$ cat config.mk
export PLATFORM = sky130hd
export DESIGN_NAME = ram_stream_loader
export DESIGN_NICKNAME = d
export VERILOG_FILES = /design/src/rtl/ram_stream_loader.sv
export SDC_FILE = /design/constraint.sdc
export NUM_CORES = 1
export LEC_CHECK = 0
export ABC_AREA = 1
export CORE_MARGIN = 8
export CORE_UTILIZATION = 49
export DETAILED_ROUTE_END_ITERATION = 10
export GPL_ROUTABILITY_DRIVEN = 0
export PLACE_DENSITY = 0.7
export SYNTH_ARGS = -nofsm -noshare
export SYNTH_HDL_FRONTEND = slang
export SYNTH_SLANG_ARGS = --single-unit
$ cat constraint.sdc
create_clock -name clk -period 2 [get_ports clk]
set_input_delay 0.4 -clock clk [delete_from_list [all_inputs] [get_ports clk]]
set_output_delay 0.4 -clock clk [all_outputs]
set_load 0.005 [all_outputs]
$ cat src/rtl/ram_stream_loader.sv
`default_nettype none
// ============================================================================
// Module      : ram_stream_loader
// Description : Framed byte-stream bus master. Parses a little-endian header
//               (base word address, word count) and writes the following
//               data words into RAM through one wrapper port. Flags writes
//               that miss the wrapper's decoded window and aborts on stream
//               stalls. Holds the CPU (busy) while a frame is loading.
// Revision    : 1.0 - initial release
// ============================================================================
module ram_stream_loader #(
    parameter int PBITS   = 32,
    parameter int DBITS   = 32,
    parameter int TIMEOUT = 100000
) (
    input  logic             clk,
    input  logic             reset_n,
    input  logic [7:0]       in_data,
    input  logic             in_valid,
    output logic             in_ready,
    output logic             mem_en,
    output logic             mem_we,
    output logic [PBITS-1:0] mem_addr,
    output logic [DBITS-1:0] mem_data,
    input  logic             mem_act,
    output logic             busy,
    output logic             done,
    output logic [1:0]       err,
    input  logic             err_clr
);

    localparam int c_NBYTES = DBITS / 8;
    // Byte index must count the 4 header bytes as well as the data lanes.
    localparam int c_IW     = (c_NBYTES > 4) ? $clog2(c_NBYTES) : 2;
    localparam int c_TW     = (TIMEOUT > 1) ? $clog2(TIMEOUT + 1) : 1;

    localparam logic [c_IW-1:0] c_LAST_HDR  = c_IW'(3);
    localparam logic [c_IW-1:0] c_LAST_DATA = c_IW'(c_NBYTES - 1);
    localparam logic [1:0]      c_ERR_NONE  = 2'd0;
    localparam logic [1:0]      c_ERR_RANGE = 2'd1;
    localparam logic [1:0]      c_ERR_TMO   = 2'd2;

    typedef enum logic [2:0] {
        S_IDLE = 3'd0,
        S_ADDR = 3'd1,
        S_CNT  = 3'd2,
        S_DATA = 3'd3,
        S_WR   = 3'd4
    } state_t;

    state_t            r_state;
    logic [c_IW-1:0]   r_idx;     // byte position within the current field
    logic [23:0]       r_hdr;     // lower three bytes of the header field
    logic [31:0]       r_cnt;     // words still to be written
    logic [c_TW-1:0]   r_idle;    // cycles since the last accepted byte

    logic              w_xfer;
    logic [31:0]       w_hdr_word;
    logic              w_timeout;
    logic              w_miss;

    assign w_xfer     = in_valid & in_ready;
    // Completed header field: incoming byte is the most significant one.
    assign w_hdr_word = {in_data, r_hdr};
    assign w_timeout  = (TIMEOUT != 0) && !w_xfer &&
                        (r_idle == c_TW'(TIMEOUT - 1)) &&
                        ((r_state == S_ADDR) || (r_state == S_CNT) || (r_state == S_DATA));
    assign w_miss     = (r_state == S_WR) && !mem_act;

    // Frame parser, write sequencer, stall timer and sticky error flag.
    always_ff @(posedge clk or negedge reset_n) begin
        if (!reset_n) begin
            r_state  <= S_IDLE;
            r_idx    <= '0;
            r_hdr    <= '0;
            r_cnt    <= '0;
            r_idle   <= '0;
            in_ready <= 1'b0;
            mem_en   <= 1'b0;
            mem_we   <= 1'b0;
            mem_addr <= '0;
            mem_data <= '0;
            busy     <= 1'b0;
            done     <= 1'b0;
            err      <= c_ERR_NONE;
        end else begin
            done <= 1'b0;

            // A new error beats a same-cycle clear; a range miss never
            // downgrades a pending timeout.
            if (w_timeout)
                err <= c_ERR_TMO;
            else if (w_miss && (err_clr || (err != c_ERR_TMO)))
                err <= c_ERR_RANGE;
            else if (err_clr)
                err <= c_ERR_NONE;

            // The write cycle is the loader's own stall, so it is not counted.
            if ((TIMEOUT == 0) || (r_state == S_IDLE) || w_xfer)
                r_idle <= '0;
            else if (r_state != S_WR)
                r_idle <= r_idle + c_TW'(1);

            if (w_xfer)
                r_hdr <= {in_data, r_hdr[23:8]};

            case (r_state)
                S_IDLE: begin
                    in_ready <= 1'b1;
                    if (w_xfer) begin
                        r_idx   <= c_IW'(1);
                        r_state <= S_ADDR;
                        busy    <= 1'b1;
                    end
                end

                S_ADDR: begin
                    if (w_timeout) begin
                        r_state <= S_IDLE;
                        busy    <= 1'b0;
                        r_idx   <= '0;
                    end else if (w_xfer) begin
                        if (r_idx == c_LAST_HDR) begin
                            mem_addr <= PBITS'(w_hdr_word);
                            r_idx    <= '0;
                            r_state  <= S_CNT;
                        end else begin
                            r_idx <= r_idx + c_IW'(1);
                        end
                    end
                end

                S_CNT: begin
                    if (w_timeout) begin
                        r_state <= S_IDLE;
                        busy    <= 1'b0;
                        r_idx   <= '0;
                    end else if (w_xfer) begin
                        if (r_idx == c_LAST_HDR) begin
                            r_idx <= '0;
                            if (w_hdr_word == 32'd0) begin
                                r_state <= S_IDLE;
                                busy    <= 1'b0;
                                done    <= 1'b1;
                            end else begin
                                r_cnt   <= w_hdr_word;
                                r_state <= S_DATA;
                            end
                        end else begin
                            r_idx <= r_idx + c_IW'(1);
                        end
                    end
                end

                S_DATA: begin
                    if (w_timeout) begin
                        r_state <= S_IDLE;
                        busy    <= 1'b0;
                        r_idx   <= '0;
                    end else if (w_xfer) begin
                        mem_data[8*r_idx +: 8] <= in_data;
                        if (r_idx == c_LAST_DATA) begin
                            r_idx    <= '0;
                            in_ready <= 1'b0;
                            mem_en   <= 1'b1;
                            mem_we   <= 1'b1;
                            r_state  <= S_WR;
                        end else begin
                            r_idx <= r_idx + c_IW'(1);
                        end
                    end
                end

                S_WR: begin
                    // Address wraps silently past the top of the port space.
                    mem_en   <= 1'b0;
                    mem_we   <= 1'b0;
                    in_ready <= 1'b1;
                    mem_addr <= mem_addr + PBITS'(1);
                    r_cnt    <= r_cnt - 32'd1;
                    if (r_cnt == 32'd1) begin
                        r_state <= S_IDLE;
                        busy    <= 1'b0;
                        done    <= 1'b1;
                    end else begin
                        r_state <= S_DATA;
                    end
                end

                default: begin
                    r_state <= S_IDLE;
                    busy    <= 1'b0;
                end
            endcase
        end
    end

endmodule
`default_nettype wire

Word-level counts from Yosys, hierarchy flattened
Index checks and enable logic that the tools add are counted.
- add/sub/neg operators: 5
- equality and inequality tests: 30
- shift-type cells: 2
- multiplexer cells: 55
- bitwise operators: 2
- reduce and logical (&&, ||, !) cells: 30
- operator list (operator ; count):
    32-bit 2-to-1 mux ; 7
    32-bit one-hot mux with 2 select lines ; 2
    17-bit 2-to-1 mux ; 2
    5-bit negator with 34-bit output ; 1
    8-bit by 34-bit variable shift with 32-bit output (first input constant) ; 1
    8-bit by 34-bit variable part select with 32-bit output ; 1
    32-bit by 1-bit adder with 32-bit output (second input constant) ; 1
    32-bit bitwise mux ; 1
    32-bit by 1-bit equality test with 1-bit output (second input constant) ; 1
    32-bit zero test ; 1
    32-bit by 1-bit subtractor with 32-bit output (second input constant) ; 1
    3-bit 2-to-1 mux ; 10
    1-bit 2-to-1 mux ; 18
    2-bit 2-to-1 mux ; 9
    2-bit inequality test (second input constant) ; 9
    17-bit by 1-bit adder with 17-bit output (second input constant) ; 1
    17-bit equality test (second input constant) ; 1
    3-bit one-hot mux with 5 select lines ; 1
    3-bit by 2-bit inequality test with 1-bit output (second input constant) ; 4
    3-bit inequality test (second input constant) ; 4
    4-bit AND reduction ; 3
    2-bit nonzero test ; 6
    2-bit by 1-bit inequality test with 1-bit output (second input constant) ; 5
    7-bit AND reduction ; 1
    other kinds (21) ; 33
- flip-flop bits (word level): 148
- input bits: 13
- output and inout port bits: 71
- word-level logic and storage cells: 136

Longest topological paths before layout
- depth in word-level cells: 6
- gate-level depth with buffers: 12

Worst setup path after synthesis
Ideal clock, no wire load.
- path type: register -> register
- from: register r_idx[0]
- to: register mem_addr[6]
- arrival time: 1.517 ns
- required time: 1.882 ns
- slack: 0.365 ns
- stages on the path, launching flop included: 10
- buffers on the path: 0
- cells stage by stage: dfrtp_1 > ha_1 > inv_1 > nor2_2 > nand2_2 > nand2_2 > inv_2 > a21oi_1 > mux2i_1 > inv_1
- longest elaborated chain between the ends: 3
- RTL lines (what ; line ; text):
    start: declaration ; 52 ; logic [c_IW-1:0] r_idx;
    start signal: assignment ; 111 ; r_idx <= c_IW'(1);
    start signal: assignment ; 128 ; r_idx <= r_idx + c_IW'(1);
    start signal: assignment ; 150 ; r_idx <= r_idx + c_IW'(1);
    2-bit equality test ; 123 ; if (r_idx == c_LAST_HDR) begin
    2-bit by 1-bit inequality test with 1-bit output (no line) ; n/a ;
    4-bit AND reduction (no line) ; n/a ;
    end signal: assignment ; 124 ; mem_addr <= PBITS'(w_hdr_word);
    end signal: assignment ; 179 ; mem_addr <= mem_addr + PBITS'(1);
    end: declaration ; 23 ; output logic [PBITS-1:0] mem_addr,
Every way passes these cells.
A chain may end at the register's enable or synchronous reset.

Final worst setup path
- from: register mem_addr[15]
- to: output port mem_addr[15]
No word-level cell between the ends.

==> reports/results.ini <==
[place]
dp_hpwl_mm = 21.22
io_buffers = 83

[setup_path]
critPathCaptureType = output pin
cp.buffers_inverters = 1
crit_family = buffers and inverters
critPathArrivalTime_ps = 1510
cp.required_ps = 1600
path_class = flop to output pin
worstPathCellList = clkdlybuf4s50_1
cp_max_fo = 6
start_kind = flop
max_stage_delay_ps = 560
cp_slowest_cell = clkdlybuf4s50_1

[global_routing]
grt-ovfl-total = 0
grt_pass1_wl_mm = 45.35
track_usage = 0.2417
grt_max_degree = 58
grt_antenna_before_repair = 0
first_global_vias = 8531

[sta]
rsz0062_at_grt = false
slew_viol_final = 0
min_period_ps = 1906
period_share = 0.9528
setup_violations = 0
finClkSkew_ps = 16.75
fin_setup_tns_ps = 0
fmax_mhz = 524.7
worst_pin_slew_ps = 638.8
finalHoldViolations = 0
max-slew-margin-rel = 0.5726

[die]
num_rows = 49
chipWidth_microns = 152.0
die_h_microns = 152.0
start_util = 0.5014
io_pins = 84
coreArea_sq_um = 18090
fp.dieArea_sq_um = 23120

[routing]
vias_per_cell = 5.390
ant_nets = 0
drc_errors = 0
routedWlPerCell_microns = 16.63
drtPass1Iterations = 5
drtIter0Drc = 773
drt-total-wl_mm = 27.82
num_vias = 9018

[finish]
final_cell_mix = 374 x nand2_1, 169 x nor2_1, 148 x dfrtp_1
diodes = 0
fin_nets = 1455
area_growth_pct = 24.16
layout-drive-gt1-share = 0.1337
final_common_cell = nand2_1

[pwr]
p_comb_frac = 0.455
ir_drop_mv = 0.6989
p_total_mw = 15.86
static-leakage-power_nw = 5.464
swShare = 0.4228
power_density_nw_per_um2 = 1409
clockPowerShare = 0.218
power.internal_mw = 9.156
p_seq_frac = 0.327
p_switching_mw = 6.707

[run_status]
status = completed

[clocking]
ctsHtreeMaxLevel = 4
clk_latency_ps = 430
cts_tree = built
cts.root.buffer_cell = clkbuf_16
clk_path_buf_depth = 2
cts_sinks = 148
cts_buffers = 17
path_clk_slew_ps = 70

[synthesis]
syn_inst = 1292
synth-edff-count = 0
yosys_register_bits = 148
synth_ff_type = dfrtp_1
yosysWarnings = 0
ys_seq_area_frac = 0.4084
syn_area_sq_um = 9069
synth_nets = 1315
synth.distinct_cells = 47
synth-async-reset-ratio = 1.000
avgSynthCellArea_sq_um = 7.019

[hold_path]
min_path_type = input port to asynchronous set/reset pin

[flow_run]
cap_viol_max_count = 0

==> area by class of cell <==
cell class	instances	area, sq um
Timing Repair Buffer	157	1490
Clock inverter	12	178.9
Fill cell	1620	6827
Multi-Input combinational cell	959	4598
Inverter	149	559.3
Sequential cell	148	3704
Tap cell	229	286.5
Clock buffer	19	442.9
==> kinds of logic (layout without fill, tap and decap cells) <==
group | count (synthesis) | in the layout | share of synthesized area
AO/OA/AOI/OAI | 189 | 189 | 0.1217
buffers and inverters | 185 | 337 | 0.08609
XOR/XNOR | 15 | 15 | 0.01449
flip-flops | 148 | 148 | 0.4084
multiplexers | 1 | 1 | 0.001104
adder cells (fa/ha/maj) | 10 | 10 | 0.01380
AND/OR/NAND/NOR | 744 | 744 | 0.3544
==> metal layers <==
layer	global-route usage	wire, microns	share of wire	vias up
li1	-	-	-	4435
met1	0.3147	12370	0.44	4229
met2	0.3915	12950	0.47	323
met3	0.05644	1978	0.071	31
met4	0.07568	524	0.019	0
met5	0	0	0	-
==> power by group through the flow <==
stage                     Sequential [mW]  Clock, mW  Combinational, mW
after floorplan                      4.97          0               4.26
after global placement               5.17          0               7.00
after detailed placement             5.20          0               7.13
after CTS                            5.16       3.50               7.17
after global routing                 5.33       3.64               8.09
final                                5.19       3.46               7.21
==> synthesized netlist by cell type, drive strengths merged (10+ instances only) <==
| master | count | area share |
|---|---|---|
| nor2 | 196 | 0.091 |
| ha | 10 | 0.014 |
| a21oi | 32 | 0.018 |
| inv | 148 | 0.061 |
| buf | 26 | 0.020 |
| o21ai | 129 | 0.080 |
| nand4 | 10 | 0.0069 |
| xor2 | 11 | 0.011 |
| clkbuf | 10 | 0.0041 |
| nor3 | 22 | 0.015 |
| nand3 | 107 | 0.061 |
| nand2 | 394 | 0.17 |
| dfrtp | 148 | 0.41 |
==> state kept, by name, indices dropped and copies added, names as in the netlist <==
signal and cells:
mem_addr 32, mem_data 32, r_cnt 32, r_hdr 24, r_idle 17, r_state 3
err 2, r_idx 2, busy 1, done 1, in_ready 1, mem_we 1
==> per-stage QoR <==
stage          setup slack [ps]  hold WS, ps  area (sq um)  utilization  std cells
5_1_grt                   1.066        485.3         11260       0.6226       1673
4_1_cts                   83.03        475.8         11230       0.6210       1671
2_1_floorplan             364.9        104.4          9069            -       1292
3_3_place_gp             -166.8        351.2         10600       0.5860       1639
6_report                  94.32        467.5         11260       0.6226       1673
3_5_place_dp             -176.9        353.0         10600       0.5860       1639
==> timing repair <==
action                                  CTS  global route
endpoints found under the hold margin    36             0
gates resized for setup                   0             4
endpoints found under the setup margin    0            12
setup buffers                             0             2
hold buffers                              1             0
==> worst paths after layout <==
path	startpoint	end	slack, ps	cells after the start
max	mem_addr[15]	mem_addr[15]	90	1
min	reset_n	mem_addr[1]	470	2
max reg2reg	r_cnt[1]	r_state[0]	150	11
min reg2reg	mem_data[24]	mem_data[24]	500	2
max in group asynchronous	reset_n	mem_data[4]	920	3
min in group clk	mem_data[24]	mem_data[24]	500	2
Power figures use the tool's default switching activity.
